--- src/rtl/bram_stream_reader_if.sv ---
// ----------------------------------------------------------------------------
// bram_stream_reader_if
//   Valid/ready output stream of the BRAM stream reader.
//
//   Optional feature macro: RDR_LAST_EN adds the m_last end-of-burst marker.
//
//   Signals
//     m_valid  master -> slave  output word valid
//     m_ready  slave  -> master downstream accepts the word
//     m_data   master -> slave  output word
//     m_last   master -> slave  last word of the burst (RDR_LAST_EN only)
//
//   Modports
//     master   the reader (drives valid/data/last, samples ready)
//     slave    the downstream stage
// ----------------------------------------------------------------------------
interface bram_stream_reader_if #(
    parameter int DATA_WIDTH = 16
);
    logic                  m_valid;
    logic                  m_ready;
    logic [DATA_WIDTH-1:0] m_data;
`ifdef RDR_LAST_EN
    logic                  m_last;
`endif

    modport master (
        input  m_ready,
`ifdef RDR_LAST_EN
        output m_last,
`endif
        output m_valid,
        output m_data
    );

    modport slave (
        output m_ready,
`ifdef RDR_LAST_EN
        input  m_last,
`endif
        input  m_valid,
        input  m_data
    );
endinterface

--- src/rtl/bram_stream_reader.sv ---
// ----------------------------------------------------------------------------
// bram_stream_reader
//   Read-side sequencer for a dual-port inferred BRAM. A burst (start pulse,
//   base address, length) drives port B with one read per cycle as long as
//   the 2-entry output FIFO can absorb the 1-cycle-latency read data, and the
//   FIFO head is presented as a valid/ready stream. done pulses for one cycle
//   once the last word has been accepted downstream.
//
//   Optional feature macro: RDR_LAST_EN (adds m_last on the stream interface).
//
//   Ports
//     clk        in   single clock, rising edge
//     rst_n      in   asynchronous active-low reset; its deassertion is
//                     expected to be synchronised to clk upstream
//     start      in   burst request, sampled only while idle
//     base_addr  in   first BRAM address of the burst
//     length     in   number of words to read (0 = empty burst)
//     busy       out  burst in progress (READ, DRAIN, DONE)
//     done       out  1-cycle pulse when the burst completes
//     en_b       out  BRAM port-B read enable
//     addr_b     out  BRAM port-B address
//     dout_b     in   BRAM port-B read data, valid 1 cycle after en_b
//     m          --   output stream (bram_stream_reader_if.master)
// ----------------------------------------------------------------------------
module bram_stream_reader #(
    parameter int DATA_WIDTH = 16,
    parameter int ADDR_WIDTH = 10,
    parameter int LEN_WIDTH  = 11
) (
    input  logic                  clk,
    input  logic                  rst_n,
    input  logic                  start,
    input  logic [ADDR_WIDTH-1:0] base_addr,
    input  logic [LEN_WIDTH-1:0]  length,
    output logic                  busy,
    output logic                  done,
    output logic                  en_b,
    output logic [ADDR_WIDTH-1:0] addr_b,
    input  logic [DATA_WIDTH-1:0] dout_b,
    bram_stream_reader_if.master  m
);

    typedef enum logic [1:0] {
        S_IDLE,
        S_READ,
        S_DRAIN,
        S_DONE
    } state_t;

    state_t                state_q, state_d;
    logic [ADDR_WIDTH-1:0] addr_q;
    logic [LEN_WIDTH-1:0]  remaining_q;
    logic                  inflight_q;     // a read issued last cycle returns now
    logic                  rd_en;

    logic [DATA_WIDTH-1:0] fifo_data [2];
    logic [1:0]            fifo_cnt_q;
    logic                  rd_ptr_q, wr_ptr_q;
    logic                  push, pop;
    logic [2:0]            occupancy;      // words held or arriving after this cycle

`ifdef RDR_LAST_EN
    logic                  fifo_last [2];
    logic                  inflight_last_q;
`endif

    assign push      = inflight_q;
    assign pop       = m.m_valid & m.m_ready;
    assign occupancy = {1'b0, fifo_cnt_q} + {2'b00, inflight_q} - {2'b00, pop};

    // ------------------------------------------------------------------------
    // Next-state and read-issue logic
    // ------------------------------------------------------------------------
    // NOTE: every always_comb output gets a default first so no path leaves it
    // unassigned; otherwise synthesis infers a latch to hold the old value.
    always_comb begin
        state_d = state_q;
        rd_en   = 1'b0;
        case (state_q)
            S_IDLE: begin
                if (start) begin
                    state_d = (length == '0) ? S_DONE : S_READ;
                end
            end
            S_READ: begin
                // Issue only if the word still fits once it lands next cycle.
                if (remaining_q != '0 && occupancy < 3'd2) begin
                    rd_en = 1'b1;
                    if (remaining_q == LEN_WIDTH'(1)) begin
                        state_d = S_DRAIN;
                    end
                end
            end
            S_DRAIN: begin
                // Finish on the handshake that empties the FIFO for good.
                if (!inflight_q && fifo_cnt_q == 2'd1 && pop) begin
                    state_d = S_DONE;
                end
            end
            S_DONE:  state_d = S_IDLE;
            default: state_d = S_IDLE;
        endcase
    end

    // ------------------------------------------------------------------------
    // Sequencer state, address and length counters
    // ------------------------------------------------------------------------
    // NOTE: clocked state uses non-blocking (<=) so every register samples the
    // pre-edge values of the others, independent of statement order.
    always_ff @(posedge clk or negedge rst_n) begin
        if (!rst_n) begin
            state_q     <= S_IDLE;
            addr_q      <= '0;
            remaining_q <= '0;
            inflight_q  <= 1'b0;
        end else begin
            state_q    <= state_d;
            inflight_q <= rd_en;
            if (state_q == S_IDLE && start) begin
                addr_q      <= base_addr;
                remaining_q <= length;
            end else if (rd_en) begin
                addr_q      <= addr_q + 1'b1;        // wraps at 2**ADDR_WIDTH
                remaining_q <= remaining_q - 1'b1;
            end
        end
    end

`ifdef RDR_LAST_EN
    always_ff @(posedge clk or negedge rst_n) begin
        if (!rst_n) begin
            inflight_last_q <= 1'b0;
        end else begin
            inflight_last_q <= rd_en && (remaining_q == LEN_WIDTH'(1));
        end
    end
`endif

    // ------------------------------------------------------------------------
    // 2-entry output FIFO
    // ------------------------------------------------------------------------
    // NOTE: the two data entries are reset so m_data reads 0 out of reset;
    // a deep storage array would normally be left unreset.
    always_ff @(posedge clk or negedge rst_n) begin
        if (!rst_n) begin
            fifo_data[0] <= '0;
            fifo_data[1] <= '0;
`ifdef RDR_LAST_EN
            fifo_last[0] <= 1'b0;
            fifo_last[1] <= 1'b0;
`endif
            fifo_cnt_q   <= '0;
            rd_ptr_q     <= 1'b0;
            wr_ptr_q     <= 1'b0;
        end else begin
            if (push) begin
                fifo_data[wr_ptr_q] <= dout_b;
`ifdef RDR_LAST_EN
                fifo_last[wr_ptr_q] <= inflight_last_q;
`endif
                wr_ptr_q            <= ~wr_ptr_q;
            end
            if (pop) begin
                rd_ptr_q <= ~rd_ptr_q;
            end
            case ({push, pop})
                2'b10:   fifo_cnt_q <= fifo_cnt_q + 2'd1;
                2'b01:   fifo_cnt_q <= fifo_cnt_q - 2'd1;
                default: fifo_cnt_q <= fifo_cnt_q;
            endcase
        end
    end

    // ------------------------------------------------------------------------
    // Outputs
    // ------------------------------------------------------------------------
    assign busy     = (state_q != S_IDLE);
    assign done     = (state_q == S_DONE);
    assign en_b     = rd_en;
    assign addr_b   = addr_q;
    assign m.m_valid = (fifo_cnt_q != 2'd0);
    assign m.m_data  = fifo_data[rd_ptr_q];
`ifdef RDR_LAST_EN
    assign m.m_last  = fifo_last[rd_ptr_q] & m.m_valid;
`endif

endmodule
--- src/flat_wrapper.sv ---
// flat-port wrapper written by rule: the top's interface ports become plain ports
module bram_stream_reader_flat 
#(
    parameter int DATA_WIDTH = 16,
    parameter int ADDR_WIDTH = 10,
    parameter int LEN_WIDTH  = 11
)
  (clk, rst_n, start, base_addr, length, busy, done, en_b, addr_b, dout_b, m_m_ready, m_m_valid, m_m_data);
  bram_stream_reader_if #(.DATA_WIDTH(DATA_WIDTH)) m_i ();
  input  logic clk;
  input  logic rst_n;
  input  logic start;
  input  logic [ADDR_WIDTH-1:0] base_addr;
  input  logic [LEN_WIDTH-1:0] length;
  output logic busy;
  output logic done;
  output logic en_b;
  output logic [ADDR_WIDTH-1:0] addr_b;
  input  logic [DATA_WIDTH-1:0] dout_b;
  input wire logic [$bits(m_i.m_ready)-1:0] m_m_ready;
  output wire logic [$bits(m_i.m_valid)-1:0] m_m_valid;
  output wire logic [$bits(m_i.m_data)-1:0] m_m_data;
  assign m_i.m_ready = m_m_ready;
  assign m_m_valid = m_i.m_valid;
  assign m_m_data = m_i.m_data;
  bram_stream_reader #(.DATA_WIDTH(DATA_WIDTH), .ADDR_WIDTH(ADDR_WIDTH), .LEN_WIDTH(LEN_WIDTH)) u_core (.clk(clk), .rst_n(rst_n), .start(start), .base_addr(base_addr), .length(length), .busy(busy), .done(done), .en_b(en_b), .addr_b(addr_b), .dout_b(dout_b), .m(m_i));
endmodule
--- config.mk ---
export PLATFORM = sky130hd
export DESIGN_NAME = bram_stream_reader_flat
export DESIGN_NICKNAME = d
export VERILOG_FILES = /design/src/rtl/bram_stream_reader_if.sv /design/src/rtl/bram_stream_reader.sv /design/src/flat_wrapper.sv
export SDC_FILE = /design/constraint.sdc
export NUM_CORES = 1
export LEC_CHECK = 0
export BUFFER_PORTS_ARGS = -buffer_cell sky130_fd_sc_hd__buf_4
export CAP_MARGIN = 30
export CORE_ASPECT_RATIO = 1.5
export CORE_MARGIN = 8
export CORE_UTILIZATION = 45
export DETAILED_ROUTE_END_ITERATION = 8
export PLACE_DENSITY_LB_ADDON = 0.1
export SYNTH_ARGS = -nofsm -noshare
export SYNTH_HDL_FRONTEND = slang
export SYNTH_SLANG_ARGS = --single-unit
--- constraint.sdc ---
create_clock -name clk -period 8 [get_ports clk]
set_input_delay 0.8 -clock clk [delete_from_list [all_inputs] [get_ports clk]]
set_output_delay 0.8 -clock clk [all_outputs]
set_load 0.02 [all_outputs]
==> flow_summary.yaml <==
synth:
  async_flop_share_pct: 100
  synth-seq-cells: 60
  synthTopCellsByCount: "dfrtp_1 (60), mux2_2 (48), nor2_1 (26)"
  yosys.area.top_type: "dfrtp_1"
  synthesis.nets: 347
  synth_seq_area_share_pct: 46.0
  yosys.area.top_type_share_pct: 46.0
  synth.most_common_cell: "dfrtp_1"
  syn_avg_cell_area_um2: 11.1
  synth_cells: 294
  yosys_warnings: 0
  ys_types: 46
  synth.area.top_cells: "dfrtp_1 (46%), mux2_2 (17%), ha_1 (4.2%)"
  mappedNetlistArea_um2: 3270
  synthFlopType: "dfrtp_1"
  synth-edff-count: 0
die:
  start_util_pct: 45.8
  num_rows: 38
  pin_count: 71
  die_area_um2: 10300
  coreArea_um2: 7130
  die_h_um: 120
  dieWidth_um: 85.6
finish:
  post-route-cell-area_um2: 3980
  area_delta_synth_final_pct: 21.9
  finalNonFillerCells: 448
  n_antenna_cell: 0
  layout-drive-gt1-share_pct: 38.9
  nNetsFinal: 416
placed_design:
  post-place-cells: 432
  place.gp.congestion: 0.780
  numPortBuffers: 70
  dp_hpwl_mm: 5.49
  placed_area_um2: 3810
worst_setup_path:
  cp.arrival_ps: 3500
  path_class: "flip-flop to output port"
  crit_path_start_kind: "flip-flop"
  cp-end-kind: "output port"
  path_max_fanout: 14
  cp.required_ps: 7200
sta:
  fin_skew_ps: 7.61
  rsz0062_at_grt: "no"
  holdWs_ps: 494
  slew_headroom_pct: 48.8
  maxSlewViolCount: 0
  tns_ps: 0
  hold_violations: 0
  finalSetupViolCount: 0
  max_freq_mhz: 233
  period_share_pct: 53.7
  tightestPinTransition_ps: 768
  timing.final.crit_period_ps: 4300
routing:
  drc: 0
  ant_nets: 0
  vias: 2539
  drtIter0Drc: 80
  post_drt_via_cell_ratio: 5.67
  wl_mm: 7.56
  wl_per_cell_um: 16.9
  firstDrtPassIters: 4
clock_tree:
  clk_latency_ps: 340
  cts-resized-gates: 0
  clockBufferDepth: 2
  cts_root_buf: "clkbuf_8"
  clkTransAtPathRegs_ps: 70
  cts_hold_buf: 0
  htreeDepth: 3
  clock-sinks: 60
  cts_buffers: 9
  tritoncts: "built"
  post_cts_buffers: 0
pwr:
  internal-power_uw: 975
  p_clk_share_pct: 14.6
  power_density_nw_per_um2: 415
  leakagePower_nw: 1.72
  power_switching_share_pct: 40.9
  combPwrFrac_pct: 49.5
  max-vdd-ir-drop_uv: 183
  p_switching_uw: 676
  power_frac_seq_pct: 35.9
global_route:
  grt.overflow.total: 0
  grt_max_degree: 61
  antenna_found_initial: 0
  grt_pass1_wl_mm: 12.3
  grt_pass1_vias: 2571
  grt_usage_pct: 15.1
worst_hold_path:
  hold_class: "flip-flop to flip-flop"
outcome:
  outcome: "complete, no violations"
flow_run:
  drv_cap: 0
## critical path, cell delays in order, from the launching register on
cell	delay (ps)
dfrtp_1	460
inv_1	90
ha_1	200
nor3b_1	540
o21ai_0	240
fa_1	570
and2_0	280
nand2_1	320
nor2_1	270
buf_4	180
## final timing paths
kind | from | end | slack (ps) | depth (start not counted)
max | u_core.fifo_cnt_q[1] | en_b | 3700 | 9
min | u_core.wr_ptr_q | u_core.wr_ptr_q | 490 | 1
max reg2reg | u_core.fifo_cnt_q[1] | u_core.addr_b[4] | 4450 | 9
min reg2reg | u_core.wr_ptr_q | u_core.wr_ptr_q | 490 | 1
max in group asynchronous | rst_n | u_core.fifo_data[11] | 6970 | 1
min in group asynchronous | rst_n | u_core.fifo_data[20] | 520 | 1
## routing by layer
layer	up-vias	track usage [%]	part of all wire, %
met5	-	0	0
met4	0	6.94	1.7
met3	12	4.48	4.9
met2	56	26.0	51
met1	1237	16.5	43
li1	1234	-	-
## per-stage QoR
step	util (%)	total power, mW	setup WS (ps)
6_report	55.8	1.65	3700
5_1_grt	55.8	1.77	3370
2_1_floorplan	-	1.14	4290
3_5_place_dp	53.4	1.42	3970
3_3_place_gp	53.4	1.40	4030
4_1_cts	55.8	1.67	3700
## sequential cells by signal, summed over array words and instances, names as in the netlist
signal	flops
u_core.addr_b	10
u_core.inflight_q	1
u_core.state_q	2
u_core.fifo_data	32
u_core.fifo_cnt_q	2
u_core.wr_ptr_q	1
u_core.rd_ptr_q	1
u_core.remaining_q	11
## placed cells by master (no fill, tap or decap), drive strengths merged, types with 3 or more instances in the layout
cell	synthesis	routed
a31oi	20	20
nand4	5	5
or3	5	5
dfrtp	60	60
clkbuf	10	12
ha	11	11
and2	4	4
nand3	6	6
a21oi	4	4
mux2	48	48
o21ai	7	7
inv	11	11
nand2	11	11
buf	4	72
and4	3	3
xnor2	3	3
nor2	26	26
nor4	4	4
or4	13	13
o31ai	11	11
## power by group through the flow
| stage | Sequential (mW) | Clock (mW) | Combinational (mW) |
|---|---|---|---|
| after CTS | 0.593 | 0.246 | 0.830 |
| after floorplan | 0.576 | 0 | 0.567 |
| final | 0.592 | 0.242 | 0.816 |
| after global routing | 0.615 | 0.260 | 0.891 |
| after detailed placement | 0.597 | 0 | 0.826 |
| after global placement | 0.592 | 0 | 0.812 |
## area by class of cell
type / instances / area [um2]
flip-flops and latches: 60 / 1500
inverters: 11 / 41.3
clock buffers: 12 / 145
multi-input cells: 209 / 1630
well taps: 80 / 100
repair buffers: 72 / 541
fillers: 655 / 3150
clock inverters: 4 / 25.0
## cell families (layout without fill, tap and decap cells)
group | count (synthesis) | in the layout | synth area share (%)
buffers and inverters | 25 | 99 | 4.21
AOI/OAI and AO/OA | 52 | 52 | 10.7
DFF | 60 | 60 | 46.0
and+or+nand+nor | 91 | 91 | 15.8
adders and majority gates | 12 | 12 | 4.83
xor gates and xnor gates | 4 | 4 | 1.30
muxes | 50 | 50 | 17.2
Note: power is estimated with default switching activity, not from simulation.
